==> config.mk <==
export PLATFORM = sky130hd
export DESIGN_NAME = bcd_display_scan
export DESIGN_NICKNAME = d
export VERILOG_FILES = /design/src/rtl/bcd_disp_pkg.sv /design/src/rtl/bcd_display_scan_bcd_to_7seg.sv /design/src/rtl/bcd_display_scan.sv
export SDC_FILE = /design/constraint.sdc
export NUM_CORES = 1
export LEC_CHECK = 0
export CORE_AREA = 10 10 85 87
export DETAILED_ROUTE_END_ITERATION = 10
export DIE_AREA = 0 0 95 97
export GPL_TIMING_DRIVEN = 0
export PLACE_DENSITY = 0.51
export SETUP_SLACK_MARGIN = 0.05
export SYNTH_ARGS = -nofsm -noshare
export SYNTH_HDL_FRONTEND = slang
export SYNTH_SLANG_ARGS = --single-unit
==> constraint.sdc <==
create_clock -name clk -period 2.08 [get_ports clk]
set_input_delay 0.416 -clock clk [delete_from_list [all_inputs] [get_ports clk]]
set_output_delay 0.416 -clock clk [all_outputs]
set_load 0.01 [all_outputs]
==> src/rtl/bcd_disp_pkg.sv <==
// Shared types and constants for the 3-digit BCD display scanner.
package bcd_disp_pkg;

  typedef logic [3:0] bcd_digit_t;
  typedef logic [6:0] seg_t;

  localparam int   N_DIGITS  = 3;
  localparam seg_t SEG_DASH  = 7'b1000000;  // only segment g lit
  localparam seg_t SEG_BLANK = 7'b0000000;

  // True when any of the three packed nibbles is outside 0..9.
  function automatic logic bcd_has_invalid(input logic [11:0] value);
    return (value[3:0] > 4'd9) || (value[7:4] > 4'd9) || (value[11:8] > 4'd9);
  endfunction

  // One-hot digit enable for a digit index; out-of-range indices stay dark.
  function automatic logic [2:0] digit_onehot(input logic [1:0] idx);
    logic [2:0] oh;
    case (idx)
      2'd0:    oh = 3'b001;
      2'd1:    oh = 3'b010;
      2'd2:    oh = 3'b100;
      default: oh = 3'b000;
    endcase
    return oh;
  endfunction

endpackage

==> src/rtl/bcd_display_scan_bcd_to_7seg.sv <==
// Combinational BCD nibble to 7-segment decoder, segments {g,f,e,d,c,b,a}
// active-high. Non-decimal nibbles return blank and raise invalid so the
// caller chooses how to present them.
module bcd_to_7seg
  import bcd_disp_pkg::*;
(
  input  logic [3:0] digit,
  output logic [6:0] seg,
  output logic       invalid
);

  // Standard decimal patterns; A-F flagged invalid.
  always_comb begin
    invalid = 1'b0;
    case (digit)
      4'd0:    seg = 7'b0111111;
      4'd1:    seg = 7'b0000110;
      4'd2:    seg = 7'b1011011;
      4'd3:    seg = 7'b1001111;
      4'd4:    seg = 7'b1100110;
      4'd5:    seg = 7'b1101101;
      4'd6:    seg = 7'b1111101;
      4'd7:    seg = 7'b0000111;
      4'd8:    seg = 7'b1111111;
      4'd9:    seg = 7'b1101111;
      default: begin
        seg     = SEG_BLANK;
        invalid = 1'b1;
      end
    endcase
  end

endmodule

==> src/rtl/bcd_display_scan.sv <==
// Captures a packed 3-digit BCD value on load and time-division scans it
// onto a multiplexed 7-segment display (units first). The display stays
// dark until the first capture.
// Optional build macro LZ_BLANK_EN: blank leading-zero hundreds/tens
// digits (digit enable still asserted, segments off).
module bcd_display_scan
  import bcd_disp_pkg::*;
#(
  parameter int REFRESH_DIV = 4,   // cycles each digit stays lit, >= 2
  parameter int CNT_W       = 16   // prescaler width, must hold REFRESH_DIV-1
) (
  input  logic        clk,
  input  logic        rst,
  input  logic        load,
  input  logic [11:0] bcd_in,
  output logic [6:0]  seg,
  output logic [2:0]  an,
  output logic        digit_err,
  output logic        loaded
);

  localparam logic ST_IDLE = 1'b0;
  localparam logic ST_SCAN = 1'b1;

  localparam logic [CNT_W-1:0] PRESC_LAST = CNT_W'(REFRESH_DIV - 1);

  logic             state_q,  state_d;
  logic [11:0]      held_q,   held_d;
  logic [CNT_W-1:0] presc_q,  presc_d;
  logic [1:0]       idx_q,    idx_d;
  logic [6:0]       seg_q,    seg_d;
  logic [2:0]       an_q,     an_d;
  logic             err_q,    err_d;
  logic             loaded_q, loaded_d;

  bcd_digit_t cur_digit;
  seg_t       dec_seg;
  logic       dec_invalid;
  seg_t       disp_seg;
  logic       blank_digit;

  // Select the held nibble for the digit currently being scanned.
  always_comb begin
    case (idx_q)
      2'd0:    cur_digit = held_q[3:0];
      2'd1:    cur_digit = held_q[7:4];
      2'd2:    cur_digit = held_q[11:8];
      default: cur_digit = 4'd0;
    endcase
  end

  bcd_to_7seg u_dec (
    .digit   (cur_digit),
    .seg     (dec_seg),
    .invalid (dec_invalid)
  );

  // Decide whether the current digit is a suppressed leading zero.
`ifdef LZ_BLANK_EN
  always_comb begin
    blank_digit = 1'b0;
    if (idx_q == 2'd2 && held_q[11:8] == 4'd0)
      blank_digit = 1'b1;
    else if (idx_q == 2'd1 && held_q[11:8] == 4'd0 && held_q[7:4] == 4'd0)
      blank_digit = 1'b1;
  end
`else
  always_comb begin
    blank_digit = 1'b0;
  end
`endif

  // Final segment pattern: dash for non-decimal nibbles, blank for leading zeros.
  always_comb begin
    if (dec_invalid)      disp_seg = SEG_DASH;
    else if (blank_digit) disp_seg = SEG_BLANK;
    else                  disp_seg = dec_seg;
  end

  // Capture, prescaler/digit sequencing and the registered display outputs.
  always_comb begin
    // NOTE: every output of this block gets a default first so no path can
    // leave one unassigned and infer a latch.
    state_d  = state_q;
    held_d   = held_q;
    presc_d  = presc_q;
    idx_d    = idx_q;
    err_d    = err_q;
    loaded_d = loaded_q;
    seg_d    = SEG_BLANK;
    an_d     = 3'b000;

    if (load) begin
      // Restart at units; hold the display dark for the capture cycle so
      // no stale digit of the previous value is drawn.
      state_d  = ST_SCAN;
      held_d   = bcd_in;
      presc_d  = '0;
      idx_d    = 2'd0;
      err_d    = bcd_has_invalid(bcd_in);
      loaded_d = 1'b1;
    end else if (state_q == ST_SCAN) begin
      if (presc_q == PRESC_LAST) begin
        presc_d = '0;
        idx_d   = (idx_q == 2'(N_DIGITS - 1)) ? 2'd0 : idx_q + 2'd1;
      end else begin
        presc_d = presc_q + 1'b1;
      end
      seg_d = disp_seg;
      an_d  = digit_onehot(idx_q);
    end
  end

  // State registers; reset wins over load in the same cycle.
  always_ff @(posedge clk) begin
    // NOTE: state is updated with non-blocking assignments so every flop
    // samples pre-edge values regardless of statement order.
    if (rst) begin
      state_q  <= ST_IDLE;
      held_q   <= '0;
      presc_q  <= '0;
      idx_q    <= 2'd0;
      seg_q    <= SEG_BLANK;
      an_q     <= 3'b000;
      err_q    <= 1'b0;
      loaded_q <= 1'b0;
    end else begin
      state_q  <= state_d;
      held_q   <= held_d;
      presc_q  <= presc_d;
      idx_q    <= idx_d;
      seg_q    <= seg_d;
      an_q     <= an_d;
      err_q    <= err_d;
      loaded_q <= loaded_d;
    end
  end

  assign seg       = seg_q;
  assign an        = an_q;
  assign digit_err = err_q;
  assign loaded    = loaded_q;

endmodule

# Word-level counts from Yosys, hierarchy flattened
# Cells that the tools add are included.
# totals
regBits	42
inputBits	15
out_inout_bits	12
# classes
n_addsub	2
order_cmp	3
eq_ne	12
muxes	6
bitwise_logic	2
reduce_logical	9
# ops
cell	n
$pmux W7 S10	1
$add A16 B1 Y16 const B	1
$eq A16 B2 Y1 const B	1
$eq A4 B3 Y1 const B	4
$mux W16	1
$gt A4 B4 Y1 const B	3
$pmux W4 S3	1
$reduce_or A10 Y1	1
$pmux W3 S3	1
$eq A4 B2 Y1 const B	2
$eq A4 B4 Y1 const B	2
$mux W7	1
$eq A4 B1 Y1 const B	1
$logic_not A4 Y1	1
$reduce_or A4 Y1	1
$reduce_or A3 Y1	1
$add A2 B1 Y2 const B	1
$eq A2 B1 Y1 const B	1
$eq A2 B2 Y1 const B	1
$logic_not A2 Y1	1
$logic_or A1 B1 Y1	2
$mux W2	1
$not A1 Y1	2
$reduce_and A2 Y1	1
$reduce_or A2 Y1	1

# Longest topological paths before layout
# Gate-level depths: netlist of the first run.
# logic_depth
word_depth	6
ltp_mapped	7
depth_no_buf	5

# By module
# From an unflattened synthesis of the first run, not the netlist that was laid out.
# hier_totals
hier_cells	201
area_unflattened_um2	1896.8
# modules_own_cells
mod	n_inst	cells_each	area_each_um2
bcd_display_scan	1	177	1701.6
bcd_to_7seg	1	24	195.2

# Least setup slack after synthesis of the first run
# OpenSTA, ideal clock, no wires.
# synth_timing
path_type	flip-flop to flip-flop
from	register presc_q[0]
to	register presc_q[0]
arrival_time_ns	1.494
t_required_ns	1.963
setup_slack_ns	0.469
path_stages_with_launch	7
n_path_buf	1
path_cell_list	dfxtp_1 > ha_1 > nor4bb_1 > nand4_1 > nand2_1 > buf_2 > nor2_1
# synth_via
elab_chain_len	2
elab_cells_between_ends	3
# synth_lines
item	line_no	text
start, declared	bcd_display_scan.sv:29	logic [CNT_W-1:0] presc_q, presc_d;
start signal, assigned	bcd_display_scan.sv:130	presc_q <= presc_d;
$add A16 B1 Y16 or $eq A16 B2 Y1 (tied branches)	bcd_display_scan.sv:107, bcd_display_scan.sv:103	
$mux W16 (*)	bcd_display_scan.sv:103	if (presc_q == PRESC_LAST) begin
# Every way passes the cells marked *; elsewhere a longest branch is shown, timed or not.
# A chain may end at the register's enable or synchronous reset.

# Worst setup path in the final report of the first run
# layout_timing
from	register presc_q[0]
to	register presc_q[13]
# Same word-level chain as after synthesis.

==> flow_summary.yaml, run 1 <==
outcome:
  outcome: "completed"
global_route:
  grtUsageTotal_pct: 9.19
  grt_pass1_vias: 1406
  antenna_found_initial: 0
  grt_pass1_wl_um: 6870
  grt_overflow: 0
  grt_start_max_net_pins: 12
synth:
  ys_warn_count: 0
  syn_inst: 196
  synth_cell_types: 42
  synth_commonest_cells: "dfxtp_1 (42), nor2_1 (33), mux2i_1 (17)"
  yosysTopAreaCellShare_pct: 44.2
  yosysMostFrequentCell: "dfxtp_1"
  ys_ff_latch: 42
  netlist.top_cell.by_area: "dfxtp_1"
  syn_area_um2: 1900
  async_flop_share_pct: 0
  synth_area_leaders: "dfxtp_1 (44%), mux2i_1 (9.0%), nor2_1 (6.5%), xnor2_1 (4.1%), nor4_1 (3.0%)"
  synth-edff-count: 0
  syn_area_per_cell_um2: 9.70
  synthesis.nets: 212
  synth-main-ff-cell: "dfxtp_1"
  ys_seq_area_share_pct: 44.2
final_layout:
  fill_cells: 580
  multiInputGateArea_um2: 990
  ff_latch_area_um2: 841
  syn_to_final_growth_pct: 22.0
  final_core_util_pct: 42.4
  insertedDiodeCount: 0
  nets: 243
  layout-drive-gt1-share_pct: 12.8
floorplanning:
  die_width_um: 95
  die_h_um: 97
  rows: 27
  core_um2: 5470
  ios: 27
  initial_core_util_pct: 34.7
  dieArea_um2: 9220
power_and_ir_drop:
  p_total_uw: 1520
  p_per_area_nw_per_um2: 654
  p_leak_uw: 0.000846
  irDropWorstVdd_mv: 0.414
timing:
  hold_ws_ns: 0.449
  rsz0062_at_grt: "false"
  hold_violations: 0
  fin_skew_ns: 0.00870
  tightest_slew_ns: 0.525
  fin_tns_setup_ns: 0
  finalMaxSlewViolations: 0
  setup_ws_ns: 0.254
  fin_crit_ns: 1.83
  period_share_pct: 87.8
  slew_headroom_pct: 65.0
  setup_violations: 0
  max_freq_mhz: 548
routing:
  first_pass_iters: 4
  wl_per_cell_um: 13.7
  drc: 0
  ant_nets: 0
  vias: 1447
  first_iter_violations: 56
  routed_wl_um: 4090
  vias_per_cell: 4.86
setup_path:
  start_kind: "flip-flop"
  path_depth: 6
  critPathLaunch: "presc_q[0]"
  cp_data_required_time_ns: 2.26
  path_cells: "ha_1, nor4bb_1, nand4_1, nand2_2, clkbuf_4, nor2_1"
  cpMaxStageDelayCell: "dfxtp_1"
  rr_endpoint: "presc_q[13]"
  crit_type: "flip-flop to flip-flop"
  path_delay_family: "simple AND/OR/NAND/NOR gates"
  r2r_setup_slack_ns: 0.25
  end_kind: "flip-flop"
  crit_buf_inv: 1
  reg2reg_from: "presc_q[0]"
  cp_slowest_stage_delay_ns: 0.40
  endpoint: "presc_q[13]"
  cp.arrival_ns: 2.01
  worst-path-max-fanout: 10
  r2r_cells: 6
clocking:
  cts_hold_buf: 0
  insertion_delay_ns: 0.29
  cts_root_buf: "clkbuf_8"
  post_cts_buffers: 0
  numCtsBuffers: 5
  clkTransAtPathRegs_ns: 0.08
  cts_buffer_depth: 2
  clock_sinks: 42
  ctsResizeCount: 0
  cts_max_level: 2
  cts_tree: "yes"
worst_hold_path:
  hold_class: "input pin to flip-flop"
placement:
  gp_congestion: 0.733
  place_ws_ns: 0.146
  portBuffers: 24
  hpwl_um: 3020
flow_run:
  cap_violations: 0
-- report_power, final --
| part | switching, uW | internal [uW] | total (uW) | leakage [uW] |
|---|---|---|---|---|
| clock | 263 | 256 | 519 | 0.0000431 |
| combinational | 75.9 | 78.0 | 154 | 0.000461 |
| sequential | 15.3 | 827 | 843 | 0.000342 |
| total | 354 | 1160 | 1520 | 0.000846 |
-- layout make-up --
cell class,instances,area share (%)
plain buffers,11,3.08
clock buffers,6,3.56
inverters,1,0.162
multi-input cells,142,42.7
flip-flops and latches,42,36.3
well taps,72,3.89
repair buffers,24,10.4
-- cells in the final DEF, fill, tap and decap left out, drive strengths merged, types with 3 or more instances in the layout --
master	netlist	layout
a21oi	6	6
a2bb2oi	3	3
and3	3	3
buf	7	6
clkbuf	4	11
clkdlybuf4s50	0	24
dfxtp	42	42
mux2i	18	18
nand2	12	12
nand3	3	3
nand4	8	8
nor2	33	33
nor3	4	4
nor4	9	9
o21ai	8	8
o2bb2ai	4	4
or3	4	4
xnor2	9	9
xor2	4	4
-- through the flow --
stage          cells  area [um2]
5_1_grt          298        2320
4_1_cts          298        2310
2_1_floorplan    196        1900
6_report         298        2320
3_3_place_gp     292        2230
3_5_place_dp     292        2230
-- flip-flops by register name, summed over array words and instances (netlist names) --
signal	cells
an	3
loaded	1
digit_err	1
idx_q	2
presc_q	16
held_q	12
seg	7
-- kinds of logic after synthesis --
family | synth area share, %
and+or+nand+nor | 22.6
DFF | 44.2
AOI/OAI and AO/OA | 12.6
muxes | 10.1
xor gates and xnor gates | 5.99
buffers and inverters | 3.82
adders and majority gates | 0.658
-- per-layer routing --
layer	share of wire, %	vias to the layer above	wire length [um]	global-route usage, %
met2	41	27	1660	12.7
met5	0	-	0	0
met3	6.6	6	270	3.62
li1	-	761	-	-
met4	1.7	0	70	3.78
met1	51	653	2090	12.3
-- how the worst min path moves through the flow --
stage | start | endpoint | slack, ns | cells after the start
2_1_floorplan | presc_q[15] | presc_q[15] | 0.46 | 2
3_3_place_gp | held_q[2] | held_q[2] | 0.48 | 2
3_5_place_dp | held_q[1] | held_q[1] | 0.48 | 2
4_1_cts | rst | held_q[2] | 0.44 | 2
5_1_grt | rst | held_q[2] | 0.45 | 2
6_report | rst | held_q[2] | 0.45 | 2
No activity file was read; power rests on OpenSTA's default activity.
==> inputs of run 2 (changes only) <==
CORE_AREA = 10 10 71 73   (was 10 10 85 87)
DIE_AREA = 0 0 81 83   (was 0 0 95 97)
GPL_ROUTABILITY_DRIVEN = 0   (was not set)
PLACE_DENSITY = 0.74   (was 0.51)
==> run 2 against run 1 <==
Effect of this change: core utilization grew 21 points; cell count shrank 6.7%; sequential cell count is the same; via count grew 4.1%; combinational power is essentially flat; largest cell class unchanged; highest routed layer unchanged.
==> flow_summary.yaml, run 2 (synthesized netlist as in run 1, its figures left out) <==
routing:
  ant_nets: 0
  vias: 1507
  vias_per_cell: 5.42
  first_iter_violations: 125
  drc: 0
  wl_per_cell_um: 13.3
  routed_wl_um: 3710
  first_pass_iters: 4
setup_path:
  start_kind: "flip-flop"
  path_delay_family: "simple AND/OR/NAND/NOR gates"
  crit_type: "flip-flop to flip-flop"
  end_kind: "flip-flop"
  path_cells: "ha_1, nor4bb_1, nand4_1, nand2_2, buf_2, nor2_1"
  cpMaxStageDelayCell: "dfxtp_1"
  cp.arrival_ns: 2.00
  cp_slowest_stage_delay_ns: 0.41
  cp_data_required_time_ns: 2.26
  crit_buf_inv: 1
  worst-path-max-fanout: 10
power_and_ir_drop:
  p_sw_uw: 345
  p_clk_share_pct: 34.3
  switching_share_pct: 22.7
  p_leak_uw: 0.000859
  seqPwrFrac_pct: 55.4
  p_int_uw: 1170
  irDropWorstVdd_mv: 0.427
  p_comb_share_pct: 10.2
  p_per_area_nw_per_um2: 658
timing:
  period_share_pct: 87.5
  fin_tns_setup_ns: 0
  tightest_slew_ns: 0.520
  finalMaxSlewViolations: 0
  fin_crit_ns: 1.82
  fin_skew_ns: 0.00801
  rsz0062_at_grt: "false"
  hold_violations: 0
  setup_violations: 0
  setup_ws_ns: 0.260
  slew_headroom_pct: 65.3
  max_freq_mhz: 549
clocking:
  cts_buffer_depth: 2
  cts_tree: "yes"
  cts_hold_buf: 0
  cts_root_buf: "clkbuf_8"
  cts_max_level: 2
  insertion_delay_ns: 0.29
  clock_sinks: 42
  numCtsBuffers: 5
  clkTransAtPathRegs_ns: 0.08
worst_hold_path:
  hold_class: "input pin to flip-flop"
placement:
  place_area_um2: 2200
  place_ws_ns: 0.132
  hpwl_um: 2760
  portBuffers: 24
final_layout:
  syn_to_final_growth_pct: 21.5
  nets: 245
  layout-drive-gt1-share_pct: 13.9
  final_core_util_pct: 63.6
  design_area_um2: 2310
  fill_cells: 338
  layout_commonest_cell: "dfxtp_1"
  top_register: "presc_q"
  layout_common_cells: "dfxtp_1 (42), nor2_1 (33), clkdlybuf4s50_1 (24)"
  largest_register_ffs: 16
  insertedDiodeCount: 0
floorplanning:
  ios: 27
  dieArea_um2: 6720
  initial_core_util_pct: 52.3
  die_width_um: 81
  rows: 22
  core_um2: 3630
  die_h_um: 83
global_route:
  grtUsageTotal_pct: 11.5
  grt_start_max_net_pins: 13
  grt_pass1_vias: 1471
  grt_pass1_wl_um: 6330
  antenna_found_initial: 0
  grt_overflow: 0
outcome:
  outcome: "completed"
flow_run:
  cap_violations: 0
==> run 2: cell types whose count changed in the layout (fill, tap and decap cells not counted) <==
cell	delta
clkbuf_4	-1
buf_4	+2
buf_2	+1
clkinv_2	+1
clkbuf_1	+1
==> run 2: metal layers <==
metal	vias up	routed length, um	part of all wire, %	GRT usage (%)
met3	5	190	5.1	3.56
met5	-	0	0	0
met2	34	1660	45	17.7
li1	771	-	-	-
met1	697	1810	49	13.9
met4	0	54	1.5	5.48
==> run 2: worst register-to-register path, delay by kind of cell, from the launching register on <==
kind / cells / cell delay (ns)
fa+ha+maj: 1 / 0.26
buf+inv: 1 / 0.24
flops: 1 / 0.41
simple gates: 4 / 0.82
==> run 2: power by group through the flow <==
stage                     sequential (uW)  clock, uW  combinational, uW
final                                 843        522                156
after global routing                  846        567                172
after CTS                             843        546                154
after detailed placement              862          0                153
after global placement                861          0                150
after floorplan                       863          0               87.9
==> run 2: path summary, 6_finish.rpt <==
kind | startpoint | to | slack [ns] | depth (start not counted)
worst max-delay path | presc_q[0] | presc_q[4] | 0.26 | 6
worst min-delay path | rst | held_q[0] | 0.46 | 2
worst max register to register | presc_q[0] | presc_q[4] | 0.26 | 6
worst min register to register | held_q[0] | held_q[0] | 0.50 | 2
==> run 2: layout make-up <==
class                   instances  area (um2)  area share, %
repair buffers                 26         255           11.1
plain buffers                  11        68.8           2.98
flip-flops and latches         42         841           36.4
inverters                       1        3.75          0.163
well taps                      48        60.1           2.60
clock buffers                   7        86.3           3.74
clock inverters                 1        5.00          0.217
multi-input cells             142         990           42.8
==> run 2: what timing repair did <==
action,in CTS,in global routing
endpoints found under the setup margin,0,10
resized for setup,0,1
buffers inserted,0,2
==> run 2: through the flow <==
step                      hold WS [ns]  std cells  total power [uW]
after floorplan                  0.458        196               951
after global placement           0.472        268              1010
after detailed placement         0.484        268              1010
after CTS                        0.454        276              1540
after global routing             0.476        278              1590
final                            0.457        278              1520
